<file path="config.mk">
export PLATFORM = sky130hd
export DESIGN_NAME = bus_requester
export DESIGN_NICKNAME = d
export VERILOG_FILES = /design/src/rtl/bus_requester.sv
export SDC_FILE = /design/constraint.sdc
export NUM_CORES = 1
export LEC_CHECK = 0
export BUFFER_PORTS_ARGS = -buffer_cell sky130_fd_sc_hd__buf_2
export CAP_MARGIN = 30
export CORE_MARGIN = 5
export CORE_UTILIZATION = 57
export CTS_CLUSTER_DIAMETER = 30
export DETAILED_ROUTE_END_ITERATION = 10
export PLACE_DENSITY = 0.86
export SLEW_MARGIN = 30
export SYNTH_ARGS = -nofsm -noshare
export SYNTH_HDL_FRONTEND = slang
export SYNTH_SLANG_ARGS = --single-unit
</file>
<file path="constraint.sdc">
create_clock -name clk -period 2.5 [get_ports clk]
set_input_delay 0.5 -clock clk [delete_from_list [all_inputs] [get_ports clk]]
set_output_delay 0.5 -clock clk [all_outputs]
set_load 0.05 [all_outputs]
</file>
<file path="src/rtl/bus_requester.sv">
// bus_requester: device-side agent for the shared arbitrated bus.
// It raises this device's BARQ bit and waits for its BAGD grant and for
// AddressValid. It then counts data beats (DataStrobe qualified by
// TargetReady) until the programmed burst completes, and reports either
// done or a coded failure to local logic.
//
// Optional feature: define BUS_REQ_RETRY_EN to retry grant-timeout and
// arbiter-error failures up to twice per start. This adds the BACKOFF
// state and the retry_cnt output.
//
// Ports:
//   clk, reset (sync, active-low)
//   start, len[3:0]      burst request from local logic (len 0 = 16 beats)
//   busy, done, fail     status; done/fail are one-cycle pulses
//   err_code[2:0]        latched failure cause (100 timeout, 101 grant lost,
//                        0xx arbiter Error)
//   beat, beat_cnt[4:0]  per-beat pulse and beats completed so far
//   BARQ / BAGD          request / grant vectors (bit DEVICE_ID only)
//   AddressValid, TargetReady, DataStrobe, Error[1:0]  arbiter handshake
//   retry_cnt[1:0]       retries used (only with BUS_REQ_RETRY_EN)
module bus_requester #(
  parameter int DeviceMaxNumber = 4,
  parameter int DEVICE_ID       = 0,
  parameter int GRANT_TIMEOUT   = 15
) (
  input  logic                       clk,
  input  logic                       reset,
  input  logic                       start,
  input  logic [3:0]                 len,
  output logic                       busy,
  output logic                       done,
  output logic                       fail,
  output logic [2:0]                 err_code,
  output logic                       beat,
  output logic [4:0]                 beat_cnt,
  output logic [DeviceMaxNumber-1:0] BARQ,
  input  logic [DeviceMaxNumber-1:0] BAGD,
  input  logic                       AddressValid,
  input  logic                       TargetReady,
  input  logic                       DataStrobe,
  input  logic [1:0]                 Error
`ifdef BUS_REQ_RETRY_EN
  ,
  output logic [1:0]                 retry_cnt
`endif
);

  typedef enum logic [2:0] {
    IDLE,
    REQ,
    WAIT_AV,
    XFER,
    DONE,
    FAIL
`ifdef BUS_REQ_RETRY_EN
    ,
    BACKOFF
`endif
  } state_t;

  localparam logic [7:0] TMO_LIM = 8'(GRANT_TIMEOUT);

  state_t      state_q, state_d;
  logic [4:0]  len_q, len_d;
  logic [4:0]  beat_cnt_q, beat_cnt_d;
  logic [2:0]  err_code_q, err_code_d;
  logic [7:0]  tmo_q, tmo_d;
  logic        barq_q, barq_d;
  logic        g;
  logic        beat_ok;
  logic        abort;
  logic [2:0]  abort_code;
  logic        unused_bagd;
`ifdef BUS_REQ_RETRY_EN
  logic [1:0]  retry_q, retry_d;
`endif

  assign g           = BAGD[DEVICE_ID];
  // Only our own grant bit matters; the rest is folded away on purpose.
  assign unused_bagd = ^BAGD;
  assign beat_ok     = g && DataStrobe && TargetReady;

  always_comb begin
    state_d    = state_q;
    len_d      = len_q;
    beat_cnt_d = beat_cnt_q;
    err_code_d = err_code_q;
    tmo_d      = 8'd0;
    beat       = 1'b0;
    abort      = 1'b0;
    abort_code = 3'b000;
`ifdef BUS_REQ_RETRY_EN
    retry_d    = retry_q;
`endif

    case (state_q)
      IDLE: begin
        if (start) begin
          len_d      = (len == 4'd0) ? 5'd16 : {1'b0, len};
          beat_cnt_d = 5'd0;
          err_code_d = 3'b000;
          state_d    = REQ;
`ifdef BUS_REQ_RETRY_EN
          retry_d    = 2'd0;
`endif
        end
      end
      REQ: begin
        if (g) begin
          state_d = WAIT_AV;
        end else if (tmo_q + 8'd1 == TMO_LIM) begin
          abort      = 1'b1;
          abort_code = 3'b100;
        end else begin
          tmo_d = tmo_q + 8'd1;
        end
      end
      WAIT_AV: begin
        // Strobes seen here are never counted: the address phase comes first.
        if (!g) begin
          abort      = 1'b1;
          abort_code = 3'b101;
        end else if (Error != 2'b00) begin
          abort      = 1'b1;
          abort_code = {1'b0, Error};
        end else if (AddressValid) begin
          state_d = XFER;
        end
      end
      XFER: begin
        // Error outranks a simultaneous beat.
        if (!g) begin
          abort      = 1'b1;
          abort_code = 3'b101;
        end else if (Error != 2'b00) begin
          abort      = 1'b1;
          abort_code = {1'b0, Error};
        end else if (beat_ok) begin
          beat       = 1'b1;
          beat_cnt_d = (beat_cnt_q == 5'd16) ? 5'd16 : beat_cnt_q + 5'd1;
          if (beat_cnt_q + 5'd1 == len_q) state_d = DONE;
        end
      end
      DONE:    state_d = IDLE;
      FAIL:    state_d = IDLE;
`ifdef BUS_REQ_RETRY_EN
      BACKOFF: begin
        beat_cnt_d = 5'd0;
        state_d    = REQ;
      end
`endif
      default: state_d = IDLE;
    endcase

    if (abort) begin
      err_code_d = abort_code;
      state_d    = FAIL;
`ifdef BUS_REQ_RETRY_EN
      // Grant loss is final; timeouts and arbiter errors get two retries.
      if (abort_code != 3'b101 && retry_q != 2'd2) begin
        state_d = BACKOFF;
        retry_d = retry_q + 2'd1;
      end
`endif
    end

    // BARQ is registered off the next state so it drops on the same edge
    // that leaves the bus-owning states.
    barq_d = (state_d == REQ) || (state_d == WAIT_AV) || (state_d == XFER);
  end

  always_ff @(posedge clk) begin
    if (!reset) begin
      state_q    <= IDLE;
      len_q      <= 5'd16;
      beat_cnt_q <= 5'd0;
      err_code_q <= 3'b000;
      tmo_q      <= 8'd0;
      barq_q     <= 1'b0;
`ifdef BUS_REQ_RETRY_EN
      retry_q    <= 2'd0;
`endif
    end else begin
      state_q    <= state_d;
      len_q      <= len_d;
      beat_cnt_q <= beat_cnt_d;
      err_code_q <= err_code_d;
      tmo_q      <= tmo_d;
      barq_q     <= barq_d;
`ifdef BUS_REQ_RETRY_EN
      retry_q    <= retry_d;
`endif
    end
  end

  always_comb begin
    BARQ            = '0;
    BARQ[DEVICE_ID] = barq_q;
  end

  assign busy     = (state_q != IDLE);
  assign done     = (state_q == DONE);
  assign fail     = (state_q == FAIL);
  assign err_code = err_code_q;
  assign beat_cnt = beat_cnt_q;
`ifdef BUS_REQ_RETRY_EN
  assign retry_cnt = retry_q;
`endif

endmodule

</file>
==> results of run 1 <==
==> path summary, 6_finish.rpt <==
kind	from	to	slack [ns]	depth (start not counted)
setup / recovery	state_q[1]	beat	0.24	3
hold / removal	len[1]	len_q[1]	0.46	3
setup reg to reg	state_q[1]	err_code[2]	0.62	5
hold reg to reg	err_code[1]	err_code[1]	0.48	2
==> through the flow <==
step                utilization [%]  hold slack, ns
global placement               63.6           0.453
finish                         64.7           0.463
global route                   64.7           0.446
CTS                            64.7           0.460
floorplan                         -           0.437
detailed placement             63.6           0.466
==> flip-flops by register name, summed over array words and instances (netlist names) <==
signal / flops
err_code: 3
barq_q: 1
tmo_q: 8
beat_cnt: 5
len_q: 5
state_q: 3
==> kinds of logic (layout without fill, tap and decap cells) <==
group / count (synthesis) / count (layout) / share of synthesized area [%]
compound gates: 29 / 29 / 14.2
fa+ha+maj: 4 / 4 / 3.45
other cells: 1 / 3 / 0.258
simple gates: 70 / 70 / 29.7
xor+xnor: 12 / 12 / 7.24
flops: 25 / 25 / 34.5
mux: 6 / 6 / 4.22
buf+inv: 17 / 37 / 6.47
==> cell type report <==
class	count	area [um2]	share of cell area, %
multi-input combinational	124	865	54.5
clock buffer	4	26.3	1.65
inverter	7	26.3	1.65
timing repair buffer	26	133	8.35
sequential	25	500	31.5
tap	30	37.5	2.36
==> cells in the final DEF, fill, tap and decap left out, types with 2 or more instances in the layout <==
cell type	n
and3_1	6
xor2_1	3
nor3b_1	3
nand2_1	6
buf_2	25
nor2b_1	8
nor4_1	4
or3_2	2
ha_1	4
a21oi_1	2
nand3_1	5
nor3_1	4
o21ai_0	8
nand3b_1	2
nand4_1	3
inv_1	7
o311ai_0	2
nor2_1	14
mux2i_1	5
and4_1	3
xnor2_1	9
dfxtp_1	25
o21a_1	2
conb_1	3
clkbuf_4	3
o211ai_1	3
a21boi_0	3
==> report_power, final <==
group	internal (mW)	leakage, nW	switching, mW
Clock	0.0623	0.0150	0.113
Sequential	0.416	0.203	0.0235
Combinational	0.0625	0.433	0.101
==> worst min-delay path, cell delays in order <==
cell	delay (ns)
buf_2	0.09
mux2i_1	0.06
nor2b_1	0.09
==> routing by layer <==
metal  wire length [um]  track usage (%)  part of all wire [%]  up-vias
met5                  0                0                     0        -
met4                 48             7.12                   1.6        0
met3                207             3.83                   7.0        6
met2               1480             29.9                    50       41
met1               1210             21.2                    41      573
li1                   -                -                     -      629
==> key figures, run 1 <==
Clock tree
  • Clock tree sinks: 25
  • Clock buffer depth: 2
  • Setup Fix Bufs, Post-CTS: 0
  • CTS Root Buffer Type: clkbuf_4
  • Later-pin clock latency in the skew report: slightly above 0.3 ns
  • Worst-path clk slew: around 0.13 ns
  • TritonCTS buffer count: 3
  • Hold_buf cts: 0
  • Resized Gates After CTS: 0
  • CTS tree: done
  • H-tree depth: 1

Worst setup path
  • Nature of the critical path startpoint: flip-flop
  • Worst Path Buf+Inv: 1
  • Critical path class: reg2out
  • Worst EP arrival: approximately 1.8 ns
  • CP peak stage delay: approximately 0.63 ns
  • CP Cell Sequence: and3b_2 > and3_1 > buf_2
  • Req. time, crit path: around 2.0 ns
  • CP max-delay cell: dfxtp_1
  • Crit path max fanout: 14
  • CP endpoint kind: output pin
  • CP delay by family, top: flip-flops

Place
  • Placed Area: 1560 um2
  • Placed Instances: approximately 210
  • Dpl hpwl: 2.28 mm
  • Setup Slack @ Placement: roughly 0.60 ns
  • Final GP Congestion: 0.892
  • IO buf count: 25

Run
  • Max-cap violations: 0

Synth
  • Synth warn: 0
  • Post-synth top area cell: dfxtp_1
  • EDFF count, synth: 0
  • Syn Area/Cell: around 8.8 um2
  • Dominant synthesized flop cell: dfxtp_1
  • Synthesized area: 1450 um2
  • Top-count cell post-synth: dfxtp_1
  • Asr flop ratio synth: 0%
  • Library cells used by synthesis: 48
  • Post-synth top area share: 34.5%
  • Seq/Total Area, Yosys: between 30% and 40%
  • Synth cell count leaders: dfxtp_1, nor2_1, xnor2_1, nor2b_1, o21ai_0
  • Gate count of the mapped netlist: 164
  • Area contributors post-synth: dfxtp_1, xnor2_1, nor2_1
  • #FFs+latches synth: 25

Outcome
  • Outcome: completed

STA
  • Fmax: 0.442 GHz
  • Setup WS post-layout: approximately 0.24 ns
  • Max-slew violations: 0
  • Slew @ Worst Pin: just under 0.6 ns
  • Tmin final: 2.26 ns
  • Crit share post-route: 90.4%
  • RSZ-0062 raised after global routing: false
  • Clock Skews: 0.00275 ns
  • Setup-failing EPs final: 0
  • Setup TNS: 0 ns
  • Normalized max-slew margin: between 60% and 70%
  • Final Hold Viols: 0

Drt
  • Vias per cell: roughly 5.8
  • Post-route ant nets: 0
  • DR iter-0 viols: 44
  • Pre-antenna DRT Iters: 4
  • WL/cell: about 14 um
  • Drt total wl: ~2.9 mm
  • # DRC: 0
  • Total number of vias: roughly 1200

Pwr
  • Leak: 0.651 nW
  • Tot Pwr: about 800 uW
  • VDD IR max: about 0.38 mV
  • Pwr per Cell Area: slightly below 500 nW/um2

Die
  • Die area: ~3700 um2
  • I/O Pins: 32
  • Die X: between 60 and 70 um
  • # rows: 18
  • Die Y: about 60 um
  • Core area: ~2500 um2
  • Starting density of the core: between 50 and 60%

GRT
  • Gr usage total: between 10% and 20%
  • GRT overflow: 0
  • Initial antenna violation count: 0
  • Largest net degree at the start of global routing: 22
  • Number of global-route vias before repair: 1137
  • First-pass GRT wire length: 4.90 mm

Hold path
  • Worst min path class: in2reg

Cells and area
  • Final instance area: between 1500 and 2000 um2
  • Final Net Count: between 200 and 250
  • Non-filler instance count after layout: ~220
  • Layout cells sized above 1: approximately a fifth
  • Antenna Cells: 0
  • Layout filler cell count: 200
  • Area delta synth->final: 9.40%
(Power assumes the default switching activity.)
==> run 2: changes to the inputs <==
==> constraint.sdc (replaced) <==
create_clock -name clk -period 2.6 [get_ports clk]
set_input_delay 0.52 -clock clk [delete_from_list [all_inputs] [get_ports clk]]
set_output_delay 0.52 -clock clk [all_outputs]
set_load 0.05 [all_outputs]
==> key figures, run 2 (same netlist as run 1, synthesis figures left out) <==
Clock tree
  • Clock buffer depth: 2 (unchanged)
  • Resized Gates After CTS: 0 (unchanged)
  • Worst-path clk slew: 0.13 ns (about the same)
  • Later-pin clock latency in the skew report: 0.32 ns (about the same)
  • Setup Fix Bufs, Post-CTS: 0 (unchanged)
  • Hold_buf cts: 0 (unchanged)
  • TritonCTS buffer count: 3 (unchanged)
  • H-tree depth: 1 (unchanged)
  • Clock tree sinks: 25 (unchanged)
  • CTS tree: done
  • CTS Root Buffer Type: clkbuf_4

Place
  • Dpl hpwl: 2.34 mm (+2.5%)
  • IO buf count: 25 (unchanged)
  • Final GP Congestion: 0.897 (+0.55%)
  • Setup Slack @ Placement: 0.641 ns (+0.0389 ns)

Cells and area
  • Top reg by flops: tmo_q
  • Area delta synth->final: 8.88%
  • Max reg flops: 8 (unchanged)
  • Layout cells sized above 1: 19.5% (-0.43 points)
  • End-of-flow core utilization: 64.4% (-0.31 points)
  • Layout filler cell count: 207 (+3.5%)
  • Final Net Count: 206 (-0.48%)
  • Antenna Cells: 0 (unchanged)
  • Commonest non-fill, non-tap cells in the layout: dfxtp_1, buf_2, nor2_1

Worst setup path
  • Worst Path Buf+Inv: 1 (unchanged)
  • CP Cell Sequence: and3b_2 > and3_1 > buf_2
  • Nature of the critical path startpoint: flip-flop
  • CP endpoint kind: output pin
  • Critical path class: reg2out
  • Worst EP arrival: 1.75 ns (about the same)
  • CP max-delay cell: dfxtp_1
  • CP peak stage delay: 0.63 ns (about the same)
  • CP delay by family, top: flip-flops
  • Req. time, crit path: 2.08 ns (+0.08 ns)
  • Crit path max fanout: 14 (unchanged)

Die
  • I/O Pins: 32 (unchanged)
  • # rows: 18 (unchanged)
  • Die X: 60.5 um (unchanged)
  • Starting density of the core: 59.1% (unchanged)
  • Die Y: 60.5 um (unchanged)
  • Core area: 2450 um2 (unchanged)
  • Die area: 3660 um2 (unchanged)

STA
  • Slew @ Worst Pin: 0.619 ns (+0.0353 ns)
  • Fmax: roughly 0.44 GHz
  • RSZ-0062 raised after global routing: false
  • Final Hold Viols: 0 (unchanged)
  • Normalized max-slew margin: 58.6% (-2.0 points)
  • Crit share post-route: 87.2%
  • Tmin final: ~2.3 ns
  • Setup TNS: 0 ns (unchanged)
  • Setup WS post-layout: 0.333 ns (+0.0931 ns)
  • Max-slew violations: 0 (unchanged)
  • Setup-failing EPs final: 0 (unchanged)
  • Clock Skews: 0.00363 ns (+0.000884 ns)

Drt
  • Total number of vias: 1251 (+0.16%)
  • DR iter-0 viols: 32 (-27%)
  • # DRC: 0 (unchanged)
  • Pre-antenna DRT Iters: 4 (unchanged)
  • WL/cell: 14.1 um (+3.2%)
  • Post-route ant nets: 0 (unchanged)
  • Drt total wl: 3.03 mm (+2.7%)
  • Vias per cell: 5.82 (+0.63%)

GRT
  • Largest net degree at the start of global routing: 22 (unchanged)
  • Initial antenna violation count: 0 (unchanged)
  • GRT overflow: 0 (unchanged)
  • Number of global-route vias before repair: 1198 (+5.4%)
  • First-pass GRT wire length: 5.15 mm (+5.2%)
  • Gr usage total: 18.5% (+1.1 points)

Pwr
  • Sw Pwr: 233 uW (-1.9%)
  • Int Power: 518 uW (-4.3%)
  • Power share of the combinational group: 20.4% (-0.6 points)
  • Pwr per Cell Area: 475 nW/um2 (-3.1%)
  • Leak: 0.646 nW (-0.77%)
  • Clock share of power: 23.4% (+0.9 points)
  • VDD IR max: 0.365 mV (-4.9%)
  • Seq pwr share: 56.2% (-0.2 points)
  • Sw frac: 31.1% (+0.52 points)

Hold path
  • Worst min path class: in2reg

Run
  • Max-cap violations: 0 (unchanged)

Outcome
  • Outcome: completed
[run 2: path summary, 6_finish.rpt]
check	start	endpoint	slack (ns)	cells past startpoint
hold reg to reg	err_code[1]	err_code[1]	0.48	2
setup reg to reg	state_q[1]	err_code[2]	0.63	5
setup / recovery	state_q[1]	beat	0.33	3
hold / removal	len[2]	len_q[2]	0.47	3
[run 2: worst reg2reg max path: stages (launching register included)]
cell,delay [ns]
dfxtp_1,0.63
and2b_2,0.26
a21boi_0,0.45
nor2_1,0.15
a22o_1,0.22
o21a_1,0.16
[run 2: layer usage]
| layer | track usage, % | wire [um] | vias to the layer above |
|---|---|---|---|
| met5 | 0 | 0 | - |
| met4 | 8.36 | 72 | 0 |
| met3 | 3.40 | 173 | 7 |
| met2 | 33.2 | 1510 | 37 |
| met1 | 21.4 | 1270 | 582 |
| li1 | - | - | 625 |
[run 2: stage by stage]
step | cell area (um2) | power, mW | instances | hold slack, ns
floorplan | 1460 | 0.558 | 166 | 0.437
global placement | 1550 | 0.578 | 211 | 0.454
detailed placement | 1550 | 0.583 | 211 | 0.464
CTS | 1580 | 0.751 | 215 | 0.471
global route | 1580 | 0.786 | 215 | 0.491
finish | 1580 | 0.751 | 215 | 0.469
[run 2: cell type report]
class / count / area, um2 / share of cell area, %
Timing Repair Buffer: 25 / 125 / 7.92
Inverter: 7 / 26.3 / 1.66
Multi-Input combinational cell: 124 / 865 / 54.7
Tap cell: 30 / 37.5 / 2.38
Sequential cell: 25 / 500 / 31.7
Clock buffer: 4 / 26.3 / 1.66
[run 2: power groups by stage]
stage	clock network (mW)	logic, mW	registers [mW]
floorplan	0	0.132	0.427
global placement	0	0.150	0.429
detailed placement	0	0.152	0.430
CTS	0.177	0.153	0.421
global route	0.193	0.167	0.426
finish	0.176	0.153	0.422
==> run 3: changes to the inputs <==
==> constraint.sdc (replaced) <==
create_clock -name clk -period 2.6 [get_ports clk]
set_input_delay 0.39 -clock clk [delete_from_list [all_inputs] [get_ports clk]]
set_output_delay 0.39 -clock clk [all_outputs]
set_load 0.05 [all_outputs]
==> key figures, run 3 (same netlist as run 1, synthesis figures left out) <==
Place
  • Dpl hpwl: 2.24 mm (-4.1%)
  • Final GP Congestion: 0.895 (-0.18%)
  • Setup Slack @ Placement: 0.699 ns (+0.0585 ns)
  • IO buf count: 25 (unchanged)

Cells and area
  • Antenna Cells: 0 (unchanged)
  • Max reg flops: 8 (unchanged)
  • Top reg by flops: tmo_q
  • Final Net Count: 206 (unchanged)
  • Area delta synth->final: 8.88% (unchanged)
  • Layout cells sized above 1: 19.5% (unchanged)
  • End-of-flow core utilization: 64.4% (unchanged)
  • Layout filler cell count: 204 (-1.4%)
  • Commonest non-fill, non-tap cells in the layout: dfxtp_1, buf_2, nor2_1

Clock tree
  • CTS tree: done
  • Clock buffer depth: 2 (unchanged)
  • Setup Fix Bufs, Post-CTS: 0 (unchanged)
  • Later-pin clock latency in the skew report: 0.31 ns (about the same)
  • Worst-path clk slew: 0.13 ns (about the same)
  • Clock tree sinks: 25 (unchanged)
  • H-tree depth: 1 (unchanged)
  • CTS Root Buffer Type: clkbuf_4
  • Hold_buf cts: 0 (unchanged)
  • Resized Gates After CTS: 0 (unchanged)
  • TritonCTS buffer count: 3 (unchanged)

Drt
  • Post-route ant nets: 0 (unchanged)
  • Total number of vias: 1227 (-1.9%)
  • DR iter-0 viols: 37 (+16%)
  • Drt total wl: 2.94 mm (-3.0%)
  • Pre-antenna DRT Iters: 4 (unchanged)
  • Vias per cell: 5.71 (-1.9%)
  • # DRC: 0 (unchanged)
  • WL/cell: 13.7 um (-3.0%)

STA
  • Tmin final: 2.14 ns (-0.129 ns)
  • Slew @ Worst Pin: 0.689 ns (+0.0700 ns)
  • Final Hold Viols: 0 (unchanged)
  • Setup-failing EPs final: 0 (unchanged)
  • Max-slew violations: 0 (unchanged)
  • Normalized max-slew margin: 53.5% (-5.1 points)
  • RSZ-0062 raised after global routing: false
  • Setup WS post-layout: 0.462 ns (+0.129 ns)
  • Clock Skews: 0.00303 ns (-0.000601 ns)
  • WHS: 0.342 ns (-0.128 ns)
  • Setup TNS: 0 ns (unchanged)
  • Fmax: 0.468 GHz (+6.1%)
  • Crit share post-route: 82.2% (-5.0 points)

Pwr
  • Tot Pwr: 744 uW (-0.96%)
  • Leak: 0.646 nW (unchanged)
  • Pwr per Cell Area: 471 nW/um2 (-0.96%)
  • VDD IR max: 0.320 mV (-12%)

GRT
  • GRT overflow: 0 (unchanged)
  • First-pass GRT wire length: 4.91 mm (-4.7%)
  • Largest net degree at the start of global routing: 22 (unchanged)
  • Number of global-route vias before repair: 1147 (-4.3%)
  • Gr usage total: 17.6% (-0.97 points)
  • Initial antenna violation count: 0 (unchanged)

Die
  • Die Y: 60.5 um (unchanged)
  • Die area: 3660 um2 (unchanged)
  • Die X: 60.5 um (unchanged)
  • Starting density of the core: 59.1% (unchanged)
  • # rows: 18 (unchanged)
  • I/O Pins: 32 (unchanged)
  • Core area: 2450 um2 (unchanged)

Hold path
  • Hold Path Stages: 3 (unchanged)
  • Worst min path class: in2reg
  • Hold Startpoint: len[3]

Worst setup path
  • R2r worst-path depth: 4 (-1)
  • RR Startpoint: state_q[2]
  • Crit path max fanout: 14 (unchanged)
  • CP endpoint kind: output pin
  • Worst EP arrival: 1.75 ns (about the same)
  • Req. time, crit path: 2.21 ns (+0.13 ns)
  • Critical path class: reg2out
  • Nature of the critical path startpoint: flip-flop
  • CP startpoint: state_q[1]

Outcome
  • Outcome: completed

Run
  • Max-cap violations: 0 (unchanged)
run 3: power by group:
part	internal, mW	total, mW	switching [mW]	leakage, nW
combinational	0.0576	0.154	0.0965	0.428
clock	0.0599	0.168	0.108	0.0150
sequential	0.400	0.422	0.0220	0.203
run 3: layer usage:
layer,vias up,share of wire (%),track usage [%]
met5,-,0,0
met1,566,44,21.0
met4,0,1.2,6.81
met2,30,50,31.5
li1,626,-,-
met3,5,4.6,2.77
run 3: cell type report:
type	count	area, um2	area share [%]
repair buffers	25	125	7.92
well taps	30	37.5	2.38
inverters	7	26.3	1.66
multi-input cells	124	865	54.7
flip-flops and latches	25	500	31.7
clock buffers	4	26.3	1.66
run 3: worst max-delay path: stages, from the launching register on:
cell and delay, ns:
dfxtp_1 0.63, and3b_2 0.32, and3_1 0.21, buf_2 0.28
run 3: final timing paths:
kind,end,slack [ns]
worst max-delay path,beat,0.46
worst min-delay path,len_q[3],0.34
worst max register to register,beat_cnt[1],0.66
worst min register to register,err_code[0],0.48
run 3: through the flow:
stage | area, um2 | cells
6_report | 1580 | 215
5_1_grt | 1580 | 215
3_3_place_gp | 1550 | 211
2_1_floorplan | 1460 | 166
4_1_cts | 1580 | 215
3_5_place_dp | 1550 | 211
